**src/rtl/mapa_seletor_seq.sv**
```systemverilog
// Map selector for the display path: holds the active map index, steps it on
// next/prev/load/auto-preview requests and drives the registered map word.
module mapa_seletor_seq #(
    parameter int WIDTH   = 7,
    parameter int N_MAPAS = 4,
    parameter int SEL_W   = 2,
    parameter int PERIODO = 50_000_000
) (
    input  logic                       clk,
    input  logic                       rst_n,
    input  logic [N_MAPAS*WIDTH-1:0]   mapas,
    input  logic                       prox,
    input  logic                       ant,
    input  logic                       carrega,
    input  logic [SEL_W-1:0]           idx_in,
    input  logic                       modo_auto,
    input  logic                       trava,
    output logic [SEL_W-1:0]           sel_out,
    output logic [WIDTH-1:0]           mapa_out,
    output logic                       troca,
    output logic                       travado
);

    // state   | meaning
    // LIVRE   | manual selection only
    // AUTO    | manual selection plus periodic preview rotation
    // TRAVADO | selection frozen, requests dropped, tick counter held

    localparam int CNT_W = (PERIODO > 2) ? $clog2(PERIODO) : 1;

    typedef enum logic [1:0] {
        LIVRE   = 2'd0,
        AUTO    = 2'd1,
        TRAVADO = 2'd2
    } estado_t;

    estado_t            estado;
    estado_t            estado_nxt;
    logic [CNT_W-1:0]   cnt;
    logic               mudou;
    logic [WIDTH-1:0]   banco [N_MAPAS];

    logic               ativo;
    logic               carga_ok;
    logic               tick;
    logic               manual;
    logic [SEL_W-1:0]   idx_prox;
    logic [SEL_W-1:0]   idx_ant;
    logic [SEL_W-1:0]   idx_nxt;

    for (genvar i = 0; i < N_MAPAS; i++) begin : g_banco
        assign banco[i] = mapas[i*WIDTH +: WIDTH];
    end

    // Requests are dropped both while locked and on the cycle the lock arrives.
    assign ativo    = !trava && (estado != TRAVADO);
    assign carga_ok = {1'b0, idx_in} < (SEL_W+1)'(N_MAPAS);
    assign tick     = (cnt == CNT_W'(PERIODO - 1));
    assign idx_prox = (sel_out == SEL_W'(N_MAPAS - 1)) ? '0 : sel_out + SEL_W'(1);
    assign idx_ant  = (sel_out == '0) ? SEL_W'(N_MAPAS - 1) : sel_out - SEL_W'(1);

    always_comb begin
        idx_nxt = sel_out;
        manual  = 1'b0;
        if (ativo) begin
            if (carrega) begin
                if (carga_ok) begin
                    idx_nxt = idx_in;
                    manual  = 1'b1;
                end
            end else if (prox && !ant) begin
                idx_nxt = idx_prox;
                manual  = 1'b1;
            end else if (ant && !prox) begin
                idx_nxt = idx_ant;
                manual  = 1'b1;
            end else if (!prox && !ant && estado == AUTO && tick) begin
                idx_nxt = idx_prox;
            end
        end
    end

    always_comb begin
        estado_nxt = estado;
        if (trava) begin
            estado_nxt = TRAVADO;
        end else begin
            case (estado)
                TRAVADO: estado_nxt = modo_auto ? AUTO : LIVRE;
                LIVRE:   estado_nxt = modo_auto ? AUTO : LIVRE;
                AUTO:    estado_nxt = modo_auto ? AUTO : LIVRE;
                default: estado_nxt = LIVRE;
            endcase
        end
    end

    always_ff @(posedge clk) begin
        if (!rst_n) begin
            estado   <= LIVRE;
            sel_out  <= '0;
            mapa_out <= '0;
            mudou    <= 1'b0;
            troca    <= 1'b0;
            travado  <= 1'b0;
            cnt      <= '0;
        end else begin
            estado   <= estado_nxt;
            sel_out  <= idx_nxt;
            mudou    <= (idx_nxt != sel_out);
            troca    <= mudou;
            mapa_out <= banco[sel_out];
            travado  <= (estado_nxt == TRAVADO);
            // Counter runs only in AUTO; it keeps its value across a lock.
            if (estado == LIVRE && modo_auto && !trava) begin
                cnt <= '0;
            end else if (estado == AUTO && ativo) begin
                if (manual || tick) begin
                    cnt <= '0;
                end else begin
                    cnt <= cnt + CNT_W'(1);
                end
            end
        end
    end

endmodule

```
**config.mk**
```make
export PLATFORM = sky130hd
export DESIGN_NAME = mapa_seletor_seq
export DESIGN_NICKNAME = d
export VERILOG_FILES = /design/src/rtl/mapa_seletor_seq.sv
export SDC_FILE = /design/constraint.sdc
export NUM_CORES = 1
export LEC_CHECK = 0
export CAP_MARGIN = 20
export CORE_ASPECT_RATIO = 1.5
export CORE_MARGIN = 3
export CORE_UTILIZATION = 50
export DETAILED_ROUTE_END_ITERATION = 7
export PLACE_DENSITY = 0.81
export RECOVER_POWER = 50
export SYNTH_ARGS = -nofsm -noshare
export SYNTH_HDL_FRONTEND = slang
export SYNTH_SLANG_ARGS = --single-unit
export TNS_END_PERCENT = 20
```
**constraint.sdc**
```tcl
create_clock -name clk -period 2.45 [get_ports clk]
set_input_delay 0.49 -clock clk [delete_from_list [all_inputs] [get_ports clk]]
set_output_delay 0.49 -clock clk [all_outputs]
set_load 0.02 [all_outputs]
```
==> flow_metrics.tcl <==
set metrics [dict create \
    skew_ps 11.6 \
    start_util_pct 52.6 \
    cts_setup_buffers 0 \
    timing.rr.start "cnt[0]" \
    start_kind "primary input" \
    clk_latency_ps 300 \
    htreeDepth 2 \
    synth-seq-cells 40 \
    top_usage_layer "met2" \
    final_cells 324 \
    ys_seq_area_share_pct 38.1 \
    fillerInstances 328 \
    postSynth.asyncResetShare_pct 0 \
    root_buffer "clkbuf_8" \
    final-max-slew-violation-count 0 \
    grt_pass1_wl_um 7900 \
    path_clk_slew_ps 80 \
    layout.nets 321 \
    die_area_sq_um 5030 \
    clock.fmax_mhz 433 \
    antenna_left 0 \
    antenna_found_initial 0 \
    min_path_cells 1 \
    rrSetupSlack_ps 150 \
    cts_buffers 5 \
    holdCritPathClass "flip-flop to flip-flop" \
    dr.pass1.iters 4 \
    die_y_um 85.4 \
    peakVddDrop_mv 0.420 \
    n_antenna_cell 0 \
    grt_max_degree 27 \
    cp.arrival_ps 2550 \
    die_w_um 58.9 \
    r2r_end "mudou" \
    io_buffers 47 \
    vias 1779 \
    synthToLayoutAreaGrowth_pct 34.4 \
    hold_path_end "troca" \
    cts_tree "yes" \
    p_leak_nw 1.09 \
    via_per_inst 5.49 \
    gp_congestion 0.874 \
    place_area_sq_um 2730 \
    power_density_nw_per_um2 488 \
    endpoint_kind "flip-flop" \
    status "finished, final reports clean" \
    drcViolationCount 0 \
    criticalPathCategory "primary input to flip-flop" \
    met1_usage_pct 21.1 \
    worstHoldStart "mudou" \
    timing.final.crit_share_pct 94.4 \
    max-cap-violations 0 \
    clock-sinks 40 \
    grt_use_total_pct 20.3 \
    final_util_pct 70.7 \
    overflow 0 \
    cts.path.max_buffers 2 \
    synth_ff_type "dfxtp_1" \
    pin_count 48 \
    setup_viol 0 \
    rows 28 \
    grt_use_met2_pct 36.9 \
    fin_hold_ws_ps 451 \
    syn_area_per_cell_sq_um 9.86 \
    worstMarginPinSlew_ps 484 \
    routed_wirelength_um 4750 \
    synth_cell_type_count 44 \
    yosys_warnings 0 \
    post_cts_resized 0 \
    required_ps 2680 \
    final_area_sq_um 2820 \
    drive_above_1_share_pct 18.3 \
    synth_area_sq_um 2100 \
    synth_enable_flop_cells 0 \
    wl_per_cell_um 14.7 \
    ff2ff_path_depth 9 \
    core_area_sq_um 3990 \
    grt.met3_usage_pct 5.02 \
    rsz0062_at_grt "false" \
    final_hold_viol_count 0 \
    drt_iter0_drc 55 \
    finalCriticalPeriod_ps 2310 \
    placed_cells 316 \
    grt_pass1_vias 1788 \
    syn-num-nets 256 \
    hpwl_um 3650 \
    synthCells 213 \
    hold_buffers 0 \
    worstPathMaxFanout 4 \
    relSlewSlack_pct 67.4 \
]
==> cell usage in the layout (no fill, tap or decap), types with 3 or more instances in the layout <==
master / count
dlygate4sd3_1: 12
inv_1: 10
xnor2_1: 13
dfxtp_1: 40
xor2_1: 9
nor2_2: 3
mux4_2: 7
nand2_1: 16
buf_4: 15
and2_1: 8
o21ai_0: 5
a21oi_1: 6
or3_1: 3
and3_1: 5
nor2_1: 27
nor3_1: 4
nand4_1: 5
ha_1: 4
clkdlybuf4s50_1: 35
and2_0: 3
nand3_1: 8
clkbuf_8: 6
==> worst max-delay path by stage <==
stage / slack (ps) / startpoint / to
final: 140 / ant / mudou
after floorplan: 300 / cnt[0] / cnt[25]
after global placement: -40 / prox / mudou
after detailed placement: -120 / ant / mudou
after global routing: 5 / prox / mudou
after CTS: 80 / cnt[0] / mudou
==> critical path: stages <==
cell             delay [ps]
clkdlybuf4s50_1         420
inv_1                    80
ha_2                    200
nor3_1                   50
a21oi_1                 120
o21ai_0                 130
or3_2                   480
nand4_1                 130
mux2_2                  360
o211ai_2                 70
==> state kept, by name (all words and copies together) (netlist names) <==
name      cells
cnt          26
mapa_out      7
troca         1
sel_out       2
estado        2
travado       1
mudou         1
==> report_power, final <==
part / switching [mW] / internal, mW / total, mW
Clock: 0.231 / 0.225 / 0.456
Combinational: 0.103 / 0.139 / 0.242
Sequential: 0.00961 / 0.670 / 0.679
==> metrics by stage <==
stage	setup TNS (ps)	total power [mW]	setup slack [ps]
2_1_floorplan	0	0.817	297
3_3_place_gp	-49.7	0.936	-40.6
3_5_place_dp	-190	0.943	-123
4_1_cts	0	1.40	75.8
5_1_grt	0	1.44	4.99
6_report	0	1.38	138
==> layer usage <==
metal,wire length [um],up-vias
met5,0,-
met4,125,0
met3,382,13
met2,2480,70
met1,1770,829
li1,-,867
==> final cells by class <==
cell class | instances | area [sq um] | share of cell area, %
multi-input cells | 157 | 1230 | 43.5
flip-flops and latches | 40 | 801 | 28.4
repair buffers | 64 | 607 | 21.5
clock buffers | 6 | 82.6 | 2.93
well taps | 45 | 56.3 | 1.99
inverters | 10 | 37.5 | 1.33
clock inverters | 2 | 10.0 | 0.355
==> cell usage after synthesis, drive strengths merged (2+ instances only) <==
master | n | area (sq um)
nand4 | 6 | 52.6
xor2 | 9 | 78.8
nand3 | 9 | 50.1
nor2b | 2 | 12.5
mux2i | 3 | 30.0
nor2 | 30 | 120
a21oi | 6 | 30.0
xnor2 | 13 | 114
buf | 3 | 26.3
nor3 | 5 | 41.3
o21ai | 5 | 25.0
nand2 | 16 | 60.1
and2 | 11 | 68.8
o211a | 2 | 20.0
clkbuf | 3 | 11.3
mux4 | 7 | 158
nor4 | 3 | 48.8
dfxtp | 40 | 801
nand3b | 2 | 15.0
inv | 10 | 37.5
ha | 6 | 75.1
and3 | 5 | 31.3
or3 | 4 | 26.3
==> cell families (layout without fill, tap and decap cells) <==
| family | Yosys count | count (layout) | share of synthesized area, % |
|---|---|---|---|
| buffers and inverters | 16 | 82 | 3.57 |
| muxes | 11 | 11 | 9.47 |
| DFF | 40 | 40 | 38.1 |
| AOI/OAI and AO/OA | 18 | 18 | 7.27 |
| xor gates and xnor gates | 22 | 22 | 9.17 |
| adders and majority gates | 6 | 6 | 3.57 |
| and+or+nand+nor | 100 | 100 | 28.8 |
(Power assumes the default switching activity.)
